File: config.mk
export PLATFORM = sky130hd
export DESIGN_NAME = pc_seq
export DESIGN_NICKNAME = d
export VERILOG_FILES = /design/src/rtl/pc_seq.sv
export SDC_FILE = /design/constraint.sdc
export NUM_CORES = 1
export LEC_CHECK = 0
export BUFFER_PORTS_ARGS = -buffer_cell sky130_fd_sc_hd__buf_2
export CAP_MARGIN = 10
export CORE_MARGIN = 2
export CORE_UTILIZATION = 40
export DETAILED_ROUTE_END_ITERATION = 8
export PLACE_DENSITY = 0.69
export REMOVE_ABC_BUFFERS = 1
export SYNTH_ARGS = -nofsm -noshare
export SYNTH_HDL_FRONTEND = slang
export SYNTH_SLANG_ARGS = --single-unit
export TNS_END_PERCENT = 100
File: constraint.sdc
create_clock -name clk -period 4 [get_ports clk]
set_input_delay 0.4 -clock clk [delete_from_list [all_inputs] [get_ports clk]]
set_output_delay 0.4 -clock clk [all_outputs]
set_load 0.02 [all_outputs]
File: src/rtl/pc_seq.sv
`default_nettype none
// ============================================================================
// Module   : pc_seq
// Purpose  : Program-counter sequencer. Issues sequential instruction fetches,
//            holds on downstream stall, and redirects the PC on jumps with a
//            one-cycle pipeline flush.
// Ports    : clk, rst          - clock / synchronous active-high reset
//            we_jmp, jmp_addr  - jump write enable and 16-bit target
//            stall             - downstream stall (no fetch issued or accepted)
//            fetch_req/addr    - fetch request and address (addr == pc)
//            fetch_ack         - memory accepted the fetch; data next cycle
//            inst_valid        - returned word for the previous acked fetch
//            flush             - discard any in-flight instruction
//            pc                - current program counter
//            call, ret         - return-stack push / pop (optional)
// Options  : define PC_SEQ_CALL_STACK_EN to build a 4-entry x 16-bit circular
//            return-address stack together with the call and ret ports.
// Revision : 1.0 - initial release
// ============================================================================
module pc_seq (
    input  logic        clk,
    input  logic        rst,
    input  logic        we_jmp,
    input  logic [15:0] jmp_addr,
    input  logic        stall,
    output logic        fetch_req,
    output logic [15:0] fetch_addr,
    input  logic        fetch_ack,
    output logic        inst_valid,
    output logic        flush,
`ifdef PC_SEQ_CALL_STACK_EN
    input  logic        call,
    input  logic        ret,
`endif
    output logic [15:0] pc
);

    localparam logic [1:0] c_ST_RST   = 2'd0;
    localparam logic [1:0] c_ST_FETCH = 2'd1;
    localparam logic [1:0] c_ST_HOLD  = 2'd2;
    localparam logic [1:0] c_ST_FLUSH = 2'd3;

    logic [1:0]  r_state;
    logic [1:0]  w_state_nxt;
    logic [15:0] r_pc;
    logic [15:0] w_pc_nxt;
    logic        r_inst_valid;
    logic        w_inst_valid_nxt;

`ifdef PC_SEQ_CALL_STACK_EN
    localparam logic [2:0] c_STACK_FULL = 3'd4;

    // Circular buffer: r_wp is the next slot to write, so the top entry sits
    // at r_wp-1. When full, a push lands on the oldest entry automatically.
    logic [15:0] r_stack [0:3];
    logic [1:0]  r_wp;
    logic [2:0]  r_depth;
    logic [1:0]  w_top_idx;
    logic        w_push;
    logic        w_pop;

    assign w_top_idx = r_wp - 2'd1;
`endif

    // ------------------------------------------------------------------------
    // State / datapath register
    // ------------------------------------------------------------------------
    always_ff @(posedge clk) begin
        if (rst) begin
            r_state      <= c_ST_RST;
            r_pc         <= 16'h0000;
            r_inst_valid <= 1'b0;
`ifdef PC_SEQ_CALL_STACK_EN
            r_wp         <= 2'd0;
            r_depth      <= 3'd0;
`endif
        end else begin
            r_state      <= w_state_nxt;
            r_pc         <= w_pc_nxt;
            r_inst_valid <= w_inst_valid_nxt;
`ifdef PC_SEQ_CALL_STACK_EN
            if (w_push) begin
                r_wp <= r_wp + 2'd1;
                if (r_depth != c_STACK_FULL) begin
                    r_depth <= r_depth + 3'd1;
                end
            end else if (w_pop) begin
                r_wp    <= w_top_idx;
                r_depth <= r_depth - 3'd1;
            end
`endif
        end
    end

`ifdef PC_SEQ_CALL_STACK_EN
    // Stack storage needs no reset: the depth counter gates every read.
    always_ff @(posedge clk) begin
        if (w_push) begin
            r_stack[r_wp] <= r_pc + 16'd1;
        end
    end
`endif

    // ------------------------------------------------------------------------
    // Next-state / next-PC logic
    // ------------------------------------------------------------------------
    always_comb begin
        w_state_nxt      = r_state;
        w_pc_nxt         = r_pc;
        w_inst_valid_nxt = 1'b0;
`ifdef PC_SEQ_CALL_STACK_EN
        w_push           = 1'b0;
        w_pop            = 1'b0;
`endif

        case (r_state)
            c_ST_RST: begin
                w_state_nxt = c_ST_FETCH;
            end
            c_ST_FETCH: begin
                if (stall) begin
                    w_state_nxt = c_ST_HOLD;
                end else if (fetch_ack) begin
                    w_pc_nxt         = r_pc + 16'd1;
                    w_inst_valid_nxt = 1'b1;
                end
            end
            c_ST_HOLD: begin
                if (!stall) begin
                    w_state_nxt = c_ST_FETCH;
                end
            end
            c_ST_FLUSH: begin
                w_state_nxt = stall ? c_ST_HOLD : c_ST_FETCH;
            end
            default: begin
                w_state_nxt = c_ST_RST;
            end
        endcase

        // Redirects apply in every state except RST and override both the
        // increment and the stall path; any word acked this cycle is dropped.
        if (r_state != c_ST_RST) begin
            if (we_jmp) begin
                w_pc_nxt         = jmp_addr;
                w_inst_valid_nxt = 1'b0;
                w_state_nxt      = c_ST_FLUSH;
`ifdef PC_SEQ_CALL_STACK_EN
                // A simultaneous ret is ignored; only call alters the stack.
                w_push           = call;
            end else if (ret) begin
                w_pc_nxt         = (r_depth != 3'd0) ? r_stack[w_top_idx] : 16'h0000;
                w_pop            = (r_depth != 3'd0);
                w_inst_valid_nxt = 1'b0;
                w_state_nxt      = c_ST_FLUSH;
`endif
            end
        end
    end

    // ------------------------------------------------------------------------
    // Outputs
    // ------------------------------------------------------------------------
    always_comb begin
        fetch_req  = (r_state == c_ST_FETCH) && !stall;
        flush      = (r_state == c_ST_FLUSH);
        inst_valid = r_inst_valid;
        pc         = r_pc;
        fetch_addr = r_pc;
    end

endmodule
`default_nettype wire

Word-level counts from Yosys, hierarchy flattened
Cells that the tools add are included.
{"block": "op_classes", "addsub": 1, "reduce_logical": 4, "n_mux": 16, "eq_ne": 3, "n_mul": 0, "n_bitwise": 0, "shifts": 0, "div": 0, "magnitude_cmp": 0}
{"cell": "$mux W16", "n": 5}
{"cell": "$add A16 B1 Y16 const B", "n": 1}
{"cell": "$mux W2", "n": 5}
{"cell": "$pmux W2 S4", "n": 1}
{"cell": "$mux W1", "n": 5}
{"cell": "$eq A2 B2 Y1 const B", "n": 2}
{"cell": "$eq A2 B1 Y1 const B", "n": 1}
{"cell": "$logic_not A2 Y1", "n": 1}
{"cell": "$reduce_bool A2 Y1", "n": 1}
{"cell": "$logic_and A1 B1 Y1", "n": 1}
{"cell": "$logic_not A1 Y1", "n": 1}
{"block": "word_totals", "in_bits": 21, "romBits": 0, "out_inout_bits": 35, "memories": 0, "wordCells": 27, "mem_bits_rw": 0, "latchBits": 0, "ff_bits": 19}

Logic depth before layout (Yosys ltp)
{"block": "depth", "depth_word": 6, "depth_mapped": 6}

Least setup slack after synthesis
No wires, ideal clock.
{"block": "synth_timing", "kind": "register -> register", "startpoint": "register r_pc[0], in the netlist fetch_addr[0]", "endpoint": "register r_pc[14], in the netlist fetch_addr[14]", "t_required_ns": 3.909, "arrival_ns": 1.895, "setup_ns": 0.091, "slack_ns": 2.014, "stages_incl_launch_ff": 7, "cell_sequence": "dfxtp_1 -> ha_1 -> nand3_1 -> or2_1 -> buf_2 -> or4_1 -> a311oi_1"}
{"block": "synth_between", "elab_chain_cells": 6}
{"item": "from (decl)", "line": "45", "source": "logic [15:0] r_pc;"}
{"item": "from (signal assigned)", "line": "79", "source": "r_pc <= w_pc_nxt;"}
{"item": "$add A16 B1 Y16 *", "line": "124", "source": "w_pc_nxt = r_pc + 16'd1;"}
{"item": "$mux W16 *", "line": "123", "source": "end else if (fetch_ack) begin"}
{"item": "$mux W16 *", "line": "121", "source": "if (stall) begin"}
{"item": "$mux W16 *", "line": "116", "source": "case (r_state)"}
{"item": "$mux W16", "line": "144", "source": "if (we_jmp) begin"}
{"item": "$mux W16 *", "line": "143", "source": "if (r_state != c_ST_RST) begin"}
Every way passes the cells marked *; elsewhere a longest branch is shown, timed or not.
A chain may end at the register's enable or synchronous reset.

Worst setup path in the final report
{"block": "layout_timing", "startpoint": "register r_state[1]", "endpoint": "register r_pc[14], in the netlist fetch_addr[14]"}
{"block": "layout_between", "elab_chain_cells": 4, "word_cells_on_any_way": 5, "classes_between": "eq/ne: 1; mux: 3; reduce/logical: 1"}
{"item": "from (decl)", "line": "43", "source": "logic [1:0] r_state;"}
{"item": "from (signal assigned)", "line": "70", "source": "r_state <= c_ST_RST;"}
{"item": "from (signal assigned)", "line": "78", "source": "r_state <= w_state_nxt;"}
{"item": "$eq A2 B1 Y1", "line": "116"}
{"item": "$mux W16", "line": "116"}
{"item": "$mux W16", "line": "144"}
{"item": "$mux W16 *", "line": "143"}
Marked as above.

==> impl_metrics.tcl <==
set metrics [dict create \
    ant_nets 0 \
    critical_path.top_delay_family "simple AND/OR/NAND/NOR gates" \
    grt_pass1_vias 1007 \
    peakVddDrop_mv 0.279 \
    dr_total_vias 1101 \
    antenna_found_initial 0 \
    crit_start "r_state[1]" \
    synth-seq-cells 19 \
    tritoncts "yes" \
    cts.sinks 19 \
    hpwl_mm 1.89 \
    worst_slew_pin_slew_ns 0.647 \
    hold_violations 0 \
    mappedNetlistArea_sq_mm 0.00113 \
    vias_per_cell 5.34 \
    die_area_sq_mm 0.00326 \
    clockBufferDepth 2 \
    final_util 0.491 \
    synth_edf_count 0 \
    die_h_um 57.1 \
    clk_latency_ns 0.29 \
    slowest_stage "or4_1" \
    ctsResizeCount 0 \
    final_common_cell "buf_2" \
    nets 198 \
    grtUsageTotal 0.158 \
    detail_route.wl_per_cell_um 12.4 \
    maxSlewViolCount 0 \
    cts.clk_slew.worst_paths_ns 0.11 \
    yosys_warnings 0 \
    path_cells "nand4bb_1 > or2_1 > or4_1 > a311oi_1" \
    root_buffer "clkbuf_4" \
    std_cell_rows 19 \
    final.period_utilization 0.561 \
    setup_violations 0 \
    routed_wl_mm 2.55 \
    setup.worst_path.class "flip-flop to flip-flop" \
    whs_path_depth 2 \
    slowest_delay_ns 0.53 \
    postSynthAreaPerCell_sq_um 8.17 \
    port_buffers 55 \
    timing.hold.ws_ns 0.329 \
    area_delta_synth_final_pct 18.1 \
    drive_above_1_share 0.366 \
    start_util 0.416 \
    antennaDiodeCount 0 \
    max_freq_ghz 0.445 \
    arrival_ns 2.45 \
    cp-start-kind "flip-flop" \
    grt_max_degree 35 \
    hp-class "input port to flip-flop" \
    hold_path_startpoint "we_jmp" \
    drc 0 \
    final_cell_mix "buf_2, nor2_1, dfxtp_1" \
    rsz0062_at_grt "false" \
    power_leakage_nw 0.567 \
    relSlewSlack 0.565 \
    post_cts_buffers 0 \
    placed_cell_area_sq_mm 0.00131 \
    cp_num_buf_inv 0 \
    num-fill-cells 286 \
    drt_pass1_iterations 4 \
    async_reset_ff_frac 0 \
    finalWeightedCongestion 0.722 \
    drv_cap 0 \
    crit_path_max_fanout 12 \
    yosysSeqAreaShare 0.337 \
    synth_ff_type "dfxtp_1" \
    status "finished clean" \
    h-tree-depth 1 \
    critPathCaptureType "flip-flop" \
    initialDrtViolationCount 4 \
    syn_inst 138 \
    cts_buffers 3 \
    core_sq_mm 0.00271 \
    finalPower_mw 0.447 \
    yosysUniqueCellTypes 36 \
    reg2reg_depth 4 \
    overflow 0 \
    die_w_um 57.1 \
    tns_ns 0 \
    design_area_sq_mm 0.00133 \
    grt_pass1_wl_mm 4.23 \
    worstPathRequired_ns 4.20 \
    rr_startpoint "r_state[1]" \
    cts_hold_repair.buffers 0 \
    crit_cells 4 \
    power_density_mw_per_mm2 335 \
    layout_min_cycle_time_ns 2.25 \
    skew_ns 0.00332 \
    io_pins 56 \
]
cells by family (layout without fill, tap and decap cells):
kind of cell               Yosys count  count (layout)  synth area share
DFF                                 19              19             0.337
xor gates and xnor gates             8               8            0.0622
AOI/OAI and AO/OA                   21              21             0.142
muxes                                2               2            0.0189
buffers and inverters               25              62             0.138
adders and majority gates            1               1            0.0111
and+or+nand+nor                     62              62             0.291
through the flow:
step	std cells	worst slack, ns
finish	206	1.75
detailed placement	202	1.66
global placement	202	1.76
CTS	206	1.78
floorplan	115	1.86
global route	206	1.59
report_power, final:
| part | leakage, nW | switching (mW) | total (mW) | internal (mW) |
|---|---|---|---|---|
| combinational | 0.395 | 0.0747 | 0.122 | 0.0477 |
| clock | 0.0150 | 0.0578 | 0.0965 | 0.0388 |
| sequential | 0.157 | 0.0222 | 0.228 | 0.205 |
routing by layer:
layer  wire, um  GRT usage  vias up  part of all wire
li1           -          -      560                 -
met1       1150      0.192      495              0.45
met2       1200      0.281       46              0.47
met3        200     0.0476        0             0.078
met4          0     0.0266        0                 0
met5          0          0        -                 0
cells in the mapped netlist, drive strengths merged, types with 3 or more instances:
library cell / n / area [sq um]
nor2: 20 / 75.1
dfxtp: 19 / 380
buf: 18 / 129
a211oi: 8 / 60.1
nand2: 8 / 30.0
nor3: 7 / 35.0
a311oi: 6 / 52.6
xnor2: 6 / 52.6
clkbuf: 5 / 18.8
nand3: 4 / 20.0
nand4: 3 / 18.8
nor4: 3 / 18.8
o21ai: 3 / 15.0
path summary, 6_finish.rpt:
| kind | to | slack (ns) |
|---|---|---|
| max | fetch_addr[14] | 1.75 |
| min | inst_valid | 0.33 |
| max reg2reg | fetch_addr[14] | 1.75 |
| min reg2reg | fetch_addr[1] | 0.56 |
state kept, by name, summed over array words and instances (netlist names):
register and flops:
fetch_addr 16, r_state 2, inst_valid 1
cell type report:
class / count / area, sq um / share of cell area
Clock buffer: 4 / 26.3 / 0.0197
Inverter: 2 / 7.51 / 0.00564
Multi-Input combinational cell: 94 / 596 / 0.447
Sequential cell: 19 / 380 / 0.286
Tap cell: 31 / 38.8 / 0.0291
Timing Repair Buffer: 56 / 283 / 0.212
(Power assumes the default switching activity.)
